[src/rtl/tl_data_downsizer_buf.sv]
// Buffered TileLink data downsizer: splits wide A/C beats into narrow subbeats and
// reassembles narrow D subbeats into wide host beats through a small response queue.
module tl_dds_split #(
  parameter int MW = 8,
  parameter int LW = 8,
  parameter int R  = 2,
  parameter int SB = 1
) (
  input  logic            clk_i,
  input  logic            rst_i,
  input  logic            in_valid,
  output logic            in_ready,
  input  logic [MW-1:0]   in_meta,
  input  logic [R*LW-1:0] in_pay,
  input  logic [SB-1:0]   in_nmask,
  input  logic [SB-1:0]   in_idx,
  output logic            out_valid,
  input  logic            out_ready,
  output logic [MW-1:0]   out_meta,
  output logic [LW-1:0]   out_slice
);
  logic            hold_valid_reg;
  logic [MW-1:0]   meta_reg;
  logic [R*LW-1:0] pay_reg;
  logic [SB-1:0]   nmask_reg, start_reg, cnt_reg;
  logic [LW-1:0]   slices [R];
  logic            last, out_fire;

  for (genvar gi = 0; gi < R; gi++) begin : g_slice
    assign slices[gi] = pay_reg[gi*LW +: LW];
  end

  assign last      = (cnt_reg == nmask_reg);
  assign out_valid = hold_valid_reg;
  assign out_fire  = hold_valid_reg && out_ready;
  assign in_ready  = !hold_valid_reg || (out_ready && last);
  assign out_meta  = meta_reg;
  // Burst slices start at the size-aligned index and count upward from there.
  assign out_slice = slices[start_reg | cnt_reg];

  always_ff @(posedge clk_i or posedge rst_i) begin
    if (rst_i) begin
      hold_valid_reg <= 1'b0;
      meta_reg       <= '0;
      pay_reg        <= '0;
      nmask_reg      <= '0;
      start_reg      <= '0;
      cnt_reg        <= '0;
    end else begin
      if (out_fire) cnt_reg <= last ? '0 : cnt_reg + 1'b1;
      if (in_valid && in_ready) begin
        hold_valid_reg <= 1'b1;
        meta_reg       <= in_meta;
        pay_reg        <= in_pay;
        nmask_reg      <= in_nmask;
        start_reg      <= in_idx & ~in_nmask;
      end else if (out_fire && last) begin
        hold_valid_reg <= 1'b0;
      end
    end
  end
endmodule

module tl_data_downsizer_buf #(
  parameter int HostDataWidth   = 64,
  parameter int DeviceDataWidth = 32,
  parameter int AddrWidth       = 56,
  parameter int SourceWidth     = 1,
  parameter int SinkWidth       = 1,
  parameter int MaxSize         = 6,
  parameter int DQueueDepth     = 2,
  localparam int SzW   = $clog2(MaxSize + 1),
  localparam int AHdrW = 6 + SzW + SourceWidth + AddrWidth,
  localparam int HAW   = AHdrW + HostDataWidth / 8 + HostDataWidth + 1,
  localparam int DAW   = AHdrW + DeviceDataWidth / 8 + DeviceDataWidth + 1,
  localparam int BW    = AHdrW,
  localparam int HCW   = AHdrW + HostDataWidth + 1,
  localparam int DCW   = AHdrW + DeviceDataWidth + 1,
  localparam int DHdrW = 6 + SzW + SourceWidth + SinkWidth,
  localparam int HDW   = DHdrW + 1 + HostDataWidth + 1,
  localparam int DDW   = DHdrW + 1 + DeviceDataWidth + 1
) (
  input  logic                 clk_i,
  input  logic                 rst_i,
  input  logic                 host_a_valid,
  output logic                 host_a_ready,
  input  logic [HAW-1:0]       host_a,
  output logic                 host_b_valid,
  input  logic                 host_b_ready,
  output logic [BW-1:0]        host_b,
  input  logic                 host_c_valid,
  output logic                 host_c_ready,
  input  logic [HCW-1:0]       host_c,
  output logic                 host_d_valid,
  input  logic                 host_d_ready,
  output logic [HDW-1:0]       host_d,
  input  logic                 host_e_valid,
  output logic                 host_e_ready,
  input  logic [SinkWidth-1:0] host_e,
  output logic                 device_a_valid,
  input  logic                 device_a_ready,
  output logic [DAW-1:0]       device_a,
  input  logic                 device_b_valid,
  output logic                 device_b_ready,
  input  logic [BW-1:0]        device_b,
  output logic                 device_c_valid,
  input  logic                 device_c_ready,
  output logic [DCW-1:0]       device_c,
  input  logic                 device_d_valid,
  output logic                 device_d_ready,
  input  logic [DDW-1:0]       device_d,
  output logic                 device_e_valid,
  input  logic                 device_e_ready,
  output logic [SinkWidth-1:0] device_e
);
  localparam int R   = HostDataWidth / DeviceDataWidth;
  localparam int HNB = $clog2(HostDataWidth / 8);
  localparam int DNB = $clog2(DeviceDataWidth / 8);
  localparam int SB  = HNB - DNB;
  localparam int DMW = DeviceDataWidth / 8;
  localparam int ALW = DMW + DeviceDataWidth;
  localparam int PW  = (DQueueDepth > 1) ? $clog2(DQueueDepth) : 1;
  localparam int CW  = $clog2(DQueueDepth + 1);

  // Subbeats-minus-one as a mask: dataless or narrow messages take a single beat.
  function automatic logic [SB-1:0] nmask_f(input logic has_data, input logic [SzW-1:0] size);
    nmask_f = '0;
    if (has_data && int'(size) > DNB) begin
      if (int'(size) >= HNB) nmask_f = '1;
      else nmask_f = SB'((1 << (int'(size) - DNB)) - 1);
    end
  endfunction

  logic [AHdrW-1:0] a_hdr, c_hdr, a_dev_meta_hdr, c_dev_meta_hdr;
  logic [AHdrW:0]   a_dev_meta, c_dev_meta;
  logic [R*ALW-1:0] a_pay;
  logic [ALW-1:0]   a_dev_slice;
  logic [DeviceDataWidth-1:0] c_dev_slice;
  logic [2:0]       c_op;

  assign a_hdr = host_a[HAW-1 -: AHdrW];
  assign c_hdr = host_c[HCW-1 -: AHdrW];
  assign c_op  = c_hdr[AHdrW-1 -: 3];

  // Interleave mask and data per lane so one slice select serves both.
  for (genvar gi = 0; gi < R; gi++) begin : g_a_lane
    assign a_pay[gi*ALW +: ALW] = {host_a[1 + HostDataWidth + gi*DMW +: DMW],
                                   host_a[1 + gi*DeviceDataWidth +: DeviceDataWidth]};
  end

  tl_dds_split #(.MW(AHdrW + 1), .LW(ALW), .R(R), .SB(SB)) u_split_a (
    .clk_i, .rst_i,
    .in_valid (host_a_valid),
    .in_ready (host_a_ready),
    .in_meta  ({a_hdr, host_a[0]}),
    .in_pay   (a_pay),
    .in_nmask (nmask_f(!a_hdr[AHdrW-1], a_hdr[SourceWidth+AddrWidth +: SzW])),
    .in_idx   (a_hdr[HNB-1:DNB]),
    .out_valid(device_a_valid),
    .out_ready(device_a_ready),
    .out_meta (a_dev_meta),
    .out_slice(a_dev_slice)
  );
  assign a_dev_meta_hdr = a_dev_meta[AHdrW:1];
  assign device_a = {a_dev_meta_hdr, a_dev_slice, a_dev_meta[0]};

  tl_dds_split #(.MW(AHdrW + 1), .LW(DeviceDataWidth), .R(R), .SB(SB)) u_split_c (
    .clk_i, .rst_i,
    .in_valid (host_c_valid),
    .in_ready (host_c_ready),
    .in_meta  ({c_hdr, host_c[0]}),
    .in_pay   (host_c[HostDataWidth:1]),
    .in_nmask (nmask_f(!(c_op == 3'd4 || c_op == 3'd6), c_hdr[SourceWidth+AddrWidth +: SzW])),
    .in_idx   (c_hdr[HNB-1:DNB]),
    .out_valid(device_c_valid),
    .out_ready(device_c_ready),
    .out_meta (c_dev_meta),
    .out_slice(c_dev_slice)
  );
  assign c_dev_meta_hdr = c_dev_meta[AHdrW:1];
  assign device_c = {c_dev_meta_hdr, c_dev_slice, c_dev_meta[0]};

  assign host_b_valid   = device_b_valid;
  assign host_b         = device_b;
  assign device_b_ready = host_b_ready;
  assign device_e_valid = host_e_valid;
  assign device_e       = host_e;
  assign host_e_ready   = device_e_ready;

  logic [DHdrW-1:0]           d_hdr;
  logic [2:0]                 d_op;
  logic [DeviceDataWidth-1:0] d_data;
  logic [SB-1:0]              d_nmask, d_cnt_reg;
  logic [HostDataWidth-1:0]   acc_data_reg, asm_data;
  logic                       corrupt_acc_reg, denied_acc_reg;
  logic                       d_last, d_fire, d_push, d_pop, fifo_full;
  logic [HDW-1:0]             fifo_in;
  logic [HDW-1:0]             fifo_mem [DQueueDepth];
  logic [PW-1:0]              wr_ptr_reg, rd_ptr_reg;
  logic [CW-1:0]              count_reg;

  assign d_hdr   = device_d[DDW-1 -: DHdrW];
  assign d_op    = d_hdr[DHdrW-1 -: 3];
  assign d_data  = device_d[DeviceDataWidth:1];
  assign d_nmask = nmask_f(d_op == 3'd1 || d_op == 3'd5, d_hdr[SourceWidth+SinkWidth +: SzW]);
  assign d_last  = (d_cnt_reg == d_nmask);

  // Narrow responses are replicated across every host lane congruent to the subbeat index.
  for (genvar gi = 0; gi < R; gi++) begin : g_d_lane
    assign asm_data[gi*DeviceDataWidth +: DeviceDataWidth] =
      ((SB'(gi) & d_nmask) == d_cnt_reg) ? d_data : acc_data_reg[gi*DeviceDataWidth +: DeviceDataWidth];
  end

  assign fifo_full      = (count_reg == CW'(DQueueDepth));
  assign device_d_ready = !d_last || !fifo_full;
  assign d_fire         = device_d_valid && device_d_ready;
  assign d_push         = d_fire && d_last;
  assign d_pop          = host_d_valid && host_d_ready;
  assign fifo_in        = {d_hdr, device_d[DeviceDataWidth+1] | denied_acc_reg, asm_data,
                           device_d[0] | corrupt_acc_reg};
  assign host_d_valid   = (count_reg != '0);
  assign host_d         = fifo_mem[rd_ptr_reg];

  always_ff @(posedge clk_i or posedge rst_i) begin
    if (rst_i) begin
      d_cnt_reg       <= '0;
      acc_data_reg    <= '0;
      corrupt_acc_reg <= 1'b0;
      denied_acc_reg  <= 1'b0;
      wr_ptr_reg      <= '0;
      rd_ptr_reg      <= '0;
      count_reg       <= '0;
    end else begin
      if (d_fire) begin
        acc_data_reg <= asm_data;
        if (d_last) begin
          d_cnt_reg       <= '0;
          corrupt_acc_reg <= 1'b0;
          denied_acc_reg  <= 1'b0;
        end else begin
          d_cnt_reg       <= d_cnt_reg + 1'b1;
          corrupt_acc_reg <= corrupt_acc_reg | device_d[0];
          denied_acc_reg  <= denied_acc_reg | device_d[DeviceDataWidth+1];
        end
      end
      if (d_push) wr_ptr_reg <= (wr_ptr_reg == PW'(DQueueDepth - 1)) ? '0 : wr_ptr_reg + 1'b1;
      if (d_pop)  rd_ptr_reg <= (rd_ptr_reg == PW'(DQueueDepth - 1)) ? '0 : rd_ptr_reg + 1'b1;
      if (d_push && !d_pop)      count_reg <= count_reg + 1'b1;
      else if (!d_push && d_pop) count_reg <= count_reg - 1'b1;
    end
  end

  always_ff @(posedge clk_i) begin
    if (d_push) fifo_mem[wr_ptr_reg] <= fifo_in;
  end
endmodule

[config.mk]
export PLATFORM = sky130hd
export DESIGN_NAME = tl_data_downsizer_buf
export DESIGN_NICKNAME = d
export VERILOG_FILES = /design/src/rtl/tl_data_downsizer_buf.sv
export SDC_FILE = /design/constraint.sdc
export NUM_CORES = 1
export LEC_CHECK = 0
export CORE_AREA = 3 3 290 292
export CTS_BUF_LIST = sky130_fd_sc_hd__clkbuf_4
export DETAILED_ROUTE_END_ITERATION = 10
export DIE_AREA = 0 0 293 295
export PLACE_DENSITY = 0.52
export SLEW_MARGIN = 10
export SYNTH_ARGS = -nofsm -noshare
export SYNTH_HDL_FRONTEND = slang
export SYNTH_HIERARCHICAL = 1
export SYNTH_SLANG_ARGS = --single-unit
[constraint.sdc]
create_clock -name clk_i -period 10.65 [get_ports clk_i]
set_clock_uncertainty 0.15 [all_clocks]
set_input_delay 2.13 -clock clk_i [delete_from_list [all_inputs] [get_ports clk_i]]
set_output_delay 2.13 -clock clk_i [all_outputs]
set_load 0.02 [all_outputs]
== Word-level counts from Yosys, hierarchy flattened ==
Memories as Yosys holds them, arrays and structs flattened.
Index checks and enable logic that the tools add are counted.
Word-level totals
  register bits: 349
  bits in writable memories: 154
  bits of input ports: 394
  output and inout port bits: 356
  word-level logic and storage cells: 125
  memories kept: 1
Cells by class
  $add $sub $neg: 13
  $lt $le $gt $ge: 8
  equality and inequality tests: 9
  shift-type cells: 3
  mux-type cells: 29
  bitwise logic cells: 10
  reductions and logical operators: 33
Memories
  fifo_mem: depth 2, width 77, rd ports 1, clocked after memory_dff 0, write ports 1, RTL line 198  | logic [HDW-1:0] fifo_mem [DQueueDepth];
Operators by type and width (number)
  two-way mux 32 bit: 5
  two-way mux 36 bit: 3
  << shifter 1 x 32 -> 1 bit, first input constant: 3
  two-way mux 1 bit: 19
  logical AND 1 bit: 16
  subtractor 3 x 2 -> 4 bit, second input constant: 3
  equality test 3 bit, second input constant: 3
  greater-or-equal comparator 3 x 2 -> 1 bit, second input constant: 3
  > comparator 3 x 2 -> 1 bit, second input constant: 3
  zero test 1 bit: 8
  nonzero test 2 bit: 4
  adder 1 bit, second input constant: 5
  logical OR 1 bit: 5
  equality test 1 bit: 4
  greater-or-equal comparator 2 bit, second input constant: 2
  two-way mux 2 bit: 2
  inverter 1 -> 2 bit: 2
  bitwise OR 1 bit: 4
  equality test 3 x 1 -> 1 bit, second input constant: 1
  subtractor 1 bit, second input constant: 3
  adder 2 x 1 -> 2 bit, second input constant: 1
  bitwise AND 1 bit: 2
  equality test 2 bit, second input constant: 1
  inverter 1 bit: 2
  subtractor 2 x 1 -> 2 bit, second input constant: 1

== Longest topological paths before layout ==
Gate-level depths: netlist (run 1).
  word-level depth: 14
  mapped depth: 12
  depth with buffers taken out: 10

== Hierarchy ==
Netlist (run 1), hierarchy kept.
By module, submodules not included
  tl_data_downsizer_buf: times used 1, cells an instance 558, area each 9755.6 sq um, sequential area each 6401.1 sq um
  tl_dds_split (u_split_a): times used 1, cells an instance 680, area each 7362.1 sq um, sequential area each 3578.4 sq um
  tl_dds_split (u_split_c): times used 1, cells an instance 640, area each 6805.3 sq um, sequential area each 3378.2 sq um

== Worst setup path before layout (run 1) ==
OpenSTA, ideal clock, no wires.
  path type: input-to-reg
  from: input port device_d[37]
  to: memory fifo_mem[0][0] in the netlist's numbering (enable)
  setup time: 0.513 ns
  arrival time: 6.304 ns
  data required time: 9.987 ns
  path slack: 3.683 ns
  cell stages on the path: 7
  buffers on the path: 2
  cells stage by stage: a21oi_1 > nor3b_1 > ha_1 > buf_4 > buf_2 > nand3_1 > nor2_1
Between the ends
  longest elaborated chain between the ends: 12
  elaborated cells on any way between the ends: 15
  classes of those cells: add/sub (2); order compare (2); eq/ne (1); shift (1); mux (4); reduce/logical (5)
RTL lines
  start: declaration: RTL line 111  | input logic [DDW-1:0] device_d,
  subtractor 3 x 2 -> 4 bit: RTL line 130  | else nmask_f = SB'((1 << (int'(size) - DNB)) - 1);
  << shifter 1 x 32 -> 1 bit: RTL line 130
  subtractor 1 bit: RTL line 130
  two-way mux 1 bit: RTL line 129  | if (int'(size) >= HNB) nmask_f = '1;
  two-way mux 1 bit (*): RTL line 128  | if (has_data && int'(size) > DNB) begin
  equality test 1 bit (*): RTL line 206  | assign d_last = (d_cnt_reg == d_nmask);
  zero test 1 bit: RTL line 215  | assign device_d_ready = !d_last || !fifo_full;
  logical OR 1 bit: RTL line 215
  logical AND 1 bit: RTL line 216  | assign d_fire = device_d_valid && device_d_ready;
  logical AND 1 bit (*): RTL line 217  | assign d_push = d_fire && d_last;
  two-way mux 1 bit (*): RTL line 254  | if (d_push) fifo_mem[wr_ptr_reg] <= fifo_in;
  two-way mux 1 bit (implied by the code) (*): RTL line 254
  end: declaration: RTL line 198
Every way passes the cells marked *; elsewhere a longest branch is shown, timed or not.

== Worst setup path after layout (run 1) ==
  from: input port device_d[37]
  to: output port device_d_ready
Between the ends
  longest elaborated chain between the ends: 8
  elaborated cells on any way between the ends: 11
  classes of those cells: add/sub (2); order compare (2); eq/ne (1); shift (1); mux (2); reduce/logical (3)
RTL lines
  subtractor 3 x 2 -> 4 bit: RTL line 130
  << shifter 1 x 32 -> 1 bit: RTL line 130
  subtractor 1 bit: RTL line 130
  two-way mux 1 bit: RTL line 129
  two-way mux 1 bit (*): RTL line 128
  equality test 1 bit (*): RTL line 206
  zero test 1 bit (*): RTL line 215
  logical OR 1 bit (*): RTL line 215
  end: declaration: RTL line 110  | output logic device_d_ready,
Marked as above.

==> summary.txt, run 1 <==
Yosys
  • Sequential area share after synthesis: a little under three fifths
  • Cell accounting for the most synthesized area: dfrtp_1
  • Asr flop ratio synth: 69.4%
  • Synth cell count leaders: dfrtp_1 (349), inv_1 (284), nand2_1 (276)
  • Main flop type after synthesis: dfrtp_1
  • Distinct cells, synth: 33
  • Post-synth EDFFs: 154
  • Net Count, Synth: 2276
  • Cell area after synthesis: 23900 µm²
  • Count leader, synth: dfrtp_1
  • Synth area leaders: dfrtp_1 (37%), edfxtp_1 (19%), o32ai_2 (11%)
  • Post-synth top area share: 36.5%
  • Seq cells post-synth: 503
  • Synth warn: 6
  • Mapped Avg Cell Area: about 13 µm²
  • Syn Inst Count: 1878

Floorplanning
  • Die area: 86400 µm²
  • Io pins: 750
  • Core ar.: around 82000 µm²
  • Row cnt: between 100 and 150
  • Die W: 293 µm
  • Die H: 295 µm
  • Initial Utilization: between 20% and 30%

Setup path
  • Critical path type: in -> out
  • Worst EP required: between 8 and 9 ns
  • CP Launch Type: input port
  • R2R Path Start: d_cnt_reg$_DFFE_PP0P_
  • CP arrival: 4.39 ns
  • CP endpoint kind: primary output
  • Critical Path Start: device_d[37]
  • Max Fanout on Critical Path: 36

STA
  • RSZ-0062 raised after global routing: false
  • Setup Viol. Count Final: 0
  • Max Slew Vio Count: 0
  • Final min period: 6.67 ns
  • Max frequency: around 0.15 GHz
  • Setup TNS: 0 ns
  • Hold Fails Final Rpt: 0
  • Hold_ws: 0.340 ns
  • Period utilisation layout: 62.6%
  • Worst slew pin tran: 1.16 ns
  • Slew HR: 22.5%

Placed design
  • PortBufs: between 600 and 700
  • DP HPWL: 49600 µm
  • Inst Count DP: about 3400
  • Placer Congestion: 0.774

Power
  • Leakage: 0.0134 µW
  • Total Power: 9890 µW
  • Pwr Density: 308 nW/µm²
  • Peak supply drop: 149 µV

Finish
  • Fillers: 7975
  • Finished Layout Cells: 3634
  • Net total in the final layout: 2833
  • P&R area growth vs syn: 34.4%
  • Share of cells above drive strength 1: between 20% and 30%
  • Max reg flops: 154

Clock network
  • Sink Count: 503
  • Root buffer cell: clkbuf_4
  • Post CTS Setup Buffer Count: 0
  • CTS max path bufs: 3
  • Clock slew at reported path FFs: 0.06 ns
  • CTS tree: built
  • # H-tree levels: 4
  • Post-CTS sizing: 0
  • Number of buffers created by CTS: 148
  • Post-cts hold buffer count: 0
  • Clk_lat worst skew: 0.94 ns

Routing
  • First-pass iteration count of the detailed router: 5
  • Final ANT Viol Nets: 0
  • DR vias/cell: 4.64
  • Initial DRC count: 757
  • # DRC: 0
  • WL/cell: between 20 and 25 µm
  • DRT Wirelength: 74400 µm
  • Vias: between 15000 and 20000

Global route
  • Remaining global-route overflow: 0
  • GR Layer Usage met2: 26.9%
  • First-pass GRT wire length: 111000 µm
  • Number of global-route vias before repair: 17900
  • Gr busiest metal: met2
  • M3 GR Usage: 6.87%
  • Pin count of the biggest net entering global routing: 91
  • Initial antenna violation count: 22
  • GRT Total Usage: 16.7%
  • Met1 usage: 20.1%

Run status
  • Status: finished, final reports clean

Job
  • Maxcap violations: 0

Hold path
  • Hold Crit Start: corrupt_acc_reg$_DFFE_PP0P_
  • Min-Delay Path Class: reg -> reg
[critical path: stages]
cell             delay, ns
clkdlybuf4s50_1       0.46
a21oi_1               0.20
nor3b_1               0.08
ha_1                  0.27
buf_4                 0.48
nand3b_4              0.17
clkdlybuf4s50_1       0.59
[area by class of cell]
cell class                 count  area [µm²]  area share, %
tap                         1070        1340           4.16
sequential                   503       13400           41.6
multi-input combinational    865        8160           25.4
clock buffer                 220        1650           5.14
antenna                       15        37.5          0.117
clock inverter                44         260          0.810
timing repair buffer         632        6260           19.5
inverter                     285        1080           3.35
[metal layers]
layer | wire (µm) | vias to the layer above
li1 | - | 7751
met1 | 30200 | 8347
met2 | 35900 | 582
met3 | 6170 | 164
met4 | 2010 | 16
met5 | 100 | -
[per-stage QoR]
step           util (%)  worst slack [ns]  instance area [µm²]
6_report           39.3              3.98                32100
5_1_grt            39.3              3.83                32100
4_1_cts            39.2              3.92                32100
3_5_place_dp       36.9              3.94                30200
3_3_place_gp       36.9              3.95                30200
2_1_floorplan         -              3.68                23900
[report_power, final]
| part | internal, µW | leakage [µW] | switching (µW) | total, µW |
|---|---|---|---|---|
| sequential | 2820 | 0.00571 | 329 | 3150 |
| clock | 960 | 0.00112 | 889 | 1850 |
| combinational | 2290 | 0.00653 | 2600 | 4900 |
[path summary, 6_finish.rpt]
kind	end	slack, ns	cells past startpoint
worst max register to register	fifo_mem[1][43]$_DFFE_PP_	6.59	8
worst min register to register	corrupt_acc_reg$_DFFE_PP0P_	0.34	1
worst min-delay path	corrupt_acc_reg$_DFFE_PP0P_	0.34	1
worst max-delay path	device_d_ready	3.98	7
min in group asynchronous	u_split_a/out_meta[55]$_DFFE_PP0P_	1.72	2
max in group asynchronous	u_split_c/out_meta[56]$_DFFE_PP0P_	7.12	3
[cells by family (layout without fill, tap and decap cells)]
kind of cell    Yosys count  in the layout  synth area share, %
compound gates          283            283                 15.3
xor+xnor                  5              5                0.183
fa+ha+maj                 4              4                0.209
buf+inv                 510           1181                 10.3
flops                   503            503                 55.8
mux                     275            275                 13.2
other cells               0             15                    0
simple gates            298            298                 4.94
[cells in the final DEF, fill, tap and decap left out, types with 4 or more instances in the layout]
master / instances
nand2_1: 276
mux2_2: 169
buf_4: 27
clkdlybuf4s50_1: 605
ha_1: 4
clkbuf_4: 220
edfxtp_1: 154
o32ai_2: 160
mux2_4: 38
clkinv_1: 28
o32ai_1: 114
inv_6: 5
mux2i_1: 68
diode_2: 15
inv_1: 281
a21oi_1: 4
dfrtp_1: 348
or2_2: 5
Power figures use the tool's default switching activity.
==> inputs of run 2 (changes only) <==
- CORE_AREA: 3 3 290 292 -> 3 3 293 295
- DIE_AREA: 0 0 293 295 -> 0 0 296 298
- clock period: 10.65 -> 6.52 ns (I/O delays scaled with it)
==> run 2 against run 1 <==
  * Sequential share of layout area hardly changed
  * Critical path depth is 1 lower
  * Routed wire length is 0.34% higher
  * Critical endpoint unchanged
==> summary.txt, run 2 (synthesis gave the netlist of run 1 again) <==
Clock network
  • Sink Count: 503 (unchanged)
  • Post-CTS sizing: 0 (unchanged)
  • CTS max path bufs: 3 (unchanged)
  • Post CTS Setup Buffer Count: 0 (unchanged)
  • Clock slew at reported path FFs: 0.06 ns (about the same)
  • CTS tree: built (unchanged)
  • Number of buffers created by CTS: 148 (unchanged)
  • Clk_lat worst skew: 0.96 ns (was 0.94 ns)
  • Post-cts hold buffer count: 0 (unchanged)
  • Root buffer cell: clkbuf_4 (unchanged)
  • # H-tree levels: 4 (unchanged)

Global route
  • Remaining global-route overflow: 0 (unchanged)
  • Pin count of the biggest net entering global routing: 143 (was 91)
  • GRT Total Usage: 16.5% (was 16.7%)
  • Number of global-route vias before repair: 17700 (was 17900)
  • Initial antenna violation count: 15 (was 22)
  • First-pass GRT wire length: 111000 µm (about the same)

STA
  • RSZ-0062 raised after global routing: false (unchanged)
  • Worst slew pin tran: 1.09 ns (was 1.16 ns)
  • Max Slew Vio Count: 0 (unchanged)
  • Setup TNS: 0 ns (unchanged)
  • Setup Viol. Count Final: 0 (unchanged)
  • Hold Fails Final Rpt: 0 (unchanged)
  • Final min period: 4.91 ns
  • Period utilisation layout: 75.3%
  • Slew HR: 27.0% (was 22.5%)
  • Max frequency: 0.204 GHz

Power
  • Pint: 9990 µW (was 6080 µW)
  • Sequential Power Share: 31.8% (about the same)
  • Logic pwr share: 49.4% (was 49.5%)
  • Clk pwr share: 18.8% (was 18.7%)
  • Switching share of power: 38.4% (was 38.6%)
  • Pwr Density: 504 nW/µm² (was 308 nW/µm²)
  • Psw: 6220 µW (was 3820 µW)
  • Leakage: 0.0134 µW (about the same)
  • Peak supply drop: 347 µV (was 149 µV)

Routing
  • Final ANT Viol Nets: 0 (unchanged)
  • WL/cell: 20.6 µm (was 20.5 µm)
  • Vias: 16900 (about the same)
  • First-pass iteration count of the detailed router: 6 (was 5)
  • Initial DRC count: 867 (was 757)
  • DR vias/cell: 4.66 (was 4.64)
  • # DRC: 0 (unchanged)
  • DRT Wirelength: 74600 µm (was 74400 µm)

Floorplanning
  • Io pins: 750 (unchanged)
  • Die H: 298 µm (was 295 µm)
  • Die area: 88200 µm² (was 86400 µm²)
  • Core ar.: 83400 µm² (was 81800 µm²)
  • Die W: 296 µm (was 293 µm)
  • Initial Utilization: 28.7% (was 29.2%)
  • Row cnt: 106 (was 105)

Finish
  • Most common cell after layout, fill and taps aside: clkdlybuf4s50_1 (unchanged)
  • Share of cells above drive strength 1: 25.3% (was 25.6%)
  • Net total in the final layout: 2832 (was 2833)
  • Fin util: 38.6% (was 39.3%)
  • P&R area growth vs syn: 34.5% (was 34.4%)
  • Most frequent cells in the layout: clkdlybuf4s50_1 (605), dfrtp_1 (348), inv_1 (281) (unchanged)
  • Max reg flops: 154 (unchanged)

Setup path
  • Crit-path slowest cell: clkdlybuf4s50_1 (unchanged)
  • CP arrival: 3.46 ns (was 4.39 ns)
  • R2R Path Start: d_cnt_reg$_DFFE_PP0P_ (unchanged)
  • Cell count of the worst reg-to-reg path: 7 (was 8)
  • Critical path type: in -> out (unchanged)
  • Highest cell delay on the worst timing path: 0.62 ns (was 0.59 ns)
  • Worst EP required: 5.07 ns (was 8.37 ns)
  • Most common cell on crit path: clkdlybuf4s50_1 (unchanged)
  • Crit-path cells: clkdlybuf4s50_1 -> a21oi_1 -> nor3b_1 -> ha_2 -> nand3b_4 -> clkdlybuf4s50_1 (was clkdlybuf4s50_1 -> a21oi_1 -> nor3b_1 -> ha_1 -> buf_4 -> nand3b_4 -> clkdlybuf4s50_1)
  • Max Fanout on Critical Path: 5 (was 36)
  • R2r endpoint: fifo_mem[1][69]$_DFFE_PP_ (was fifo_mem[1][43]$_DFFE_PP_)
  • CP endpoint kind: primary output (unchanged)
  • CP Launch Type: input port (unchanged)
  • Slack of the worst reg-to-reg path: 2.93 ns (was 6.59 ns)

Placed design
  • Placer Congestion: 0.797 (was 0.774)
  • PortBufs: 607 (unchanged)
  • DP HPWL: 49700 µm (was 49600 µm)

Hold path
  • Hold depth: 1 (unchanged)
  • Min-Delay Path Class: reg -> reg (unchanged)
  • Hold EP: acc_data_reg[39]$_DFFE_PP0P_ (was corrupt_acc_reg$_DFFE_PP0P_)
  • Hold Crit Start: acc_data_reg[39]$_DFFE_PP0P_ (was corrupt_acc_reg$_DFFE_PP0P_)

Run status
  • Status: finished, final reports clean (unchanged)

Job
  • Maxcap violations: 0 (unchanged)
==> run 2: how the worst max path moves through the flow <==
stage,start,end,slack [ns],cells after the start
after floorplan,device_d[37],fifo_mem[0][0]$_DFFE_PP_,0.38,7
after global placement,device_d[37],fifo_mem[1][76]$_DFFE_PP_,1.39,8
after detailed placement,device_d[37],fifo_mem[1][6]$_DFFE_PP_,1.35,8
after CTS,rd_ptr_reg$_DFFE_PP0P_,host_d[12],1.39,3
after global routing,u_split_c/start_reg$_DFFE_PP0P_,device_c[31],1.40,4
final,device_d[37],device_d_ready,1.61,6
==> run 2: area by class of cell <==
cell class                      count  area (µm²)
Clock inverter                     44         304
Antenna cell                        9        22.5
Clock buffer                      211        1580
Tap cell                         1080        1350
Multi-Input combinational cell    865        8170
Fill cell                        8096       51200
Sequential cell                   503       13400
Inverter                          285        1080
Timing Repair Buffer              631        6310
==> run 2: per-layer routing <==
layer	track usage (%)	wire [µm]	up-vias
met5	0	50	-
met4	6.44	1870	8
met3	6.66	6230	148
met2	26.4	36000	611
met1	19.8	30500	8384
li1	-	-	7739
==> run 2: power groups by stage <==
stage	combinational [µW]	clock (µW)	sequential (µW)
2_1_floorplan	4590	0	5550
3_3_place_gp	8010	0	5170
3_5_place_dp	8080	0	5220
4_1_cts	8120	3200	5170
5_1_grt	8490	3380	5310
6_report	8010	3040	5150
==> run 2: worst max-delay path: cells and delay by family <==
family          cells  cell delay (ns)
compound gates      1             0.08
fa+ha+maj           1             0.41
buf+inv             2             1.14
simple gates        2             0.52
==> run 2: stage by stage <==
| step | worst slack [ns] | hold slack [ns] | power, µW | instances | area [µm²] |
|---|---|---|---|---|---|
| after floorplan | 0.379 | 0.308 | 10100 | 1878 | 23900 |
| after global placement | 1.39 | 0.332 | 13200 | 3364 | 30300 |
| after detailed placement | 1.35 | 0.339 | 13300 | 3364 | 30300 |
| after CTS | 1.39 | 0.355 | 16500 | 3619 | 32200 |
| after global routing | 1.40 | 0.363 | 17200 | 3625 | 32200 |
| final | 1.61 | 0.351 | 16200 | 3628 | 32200 |
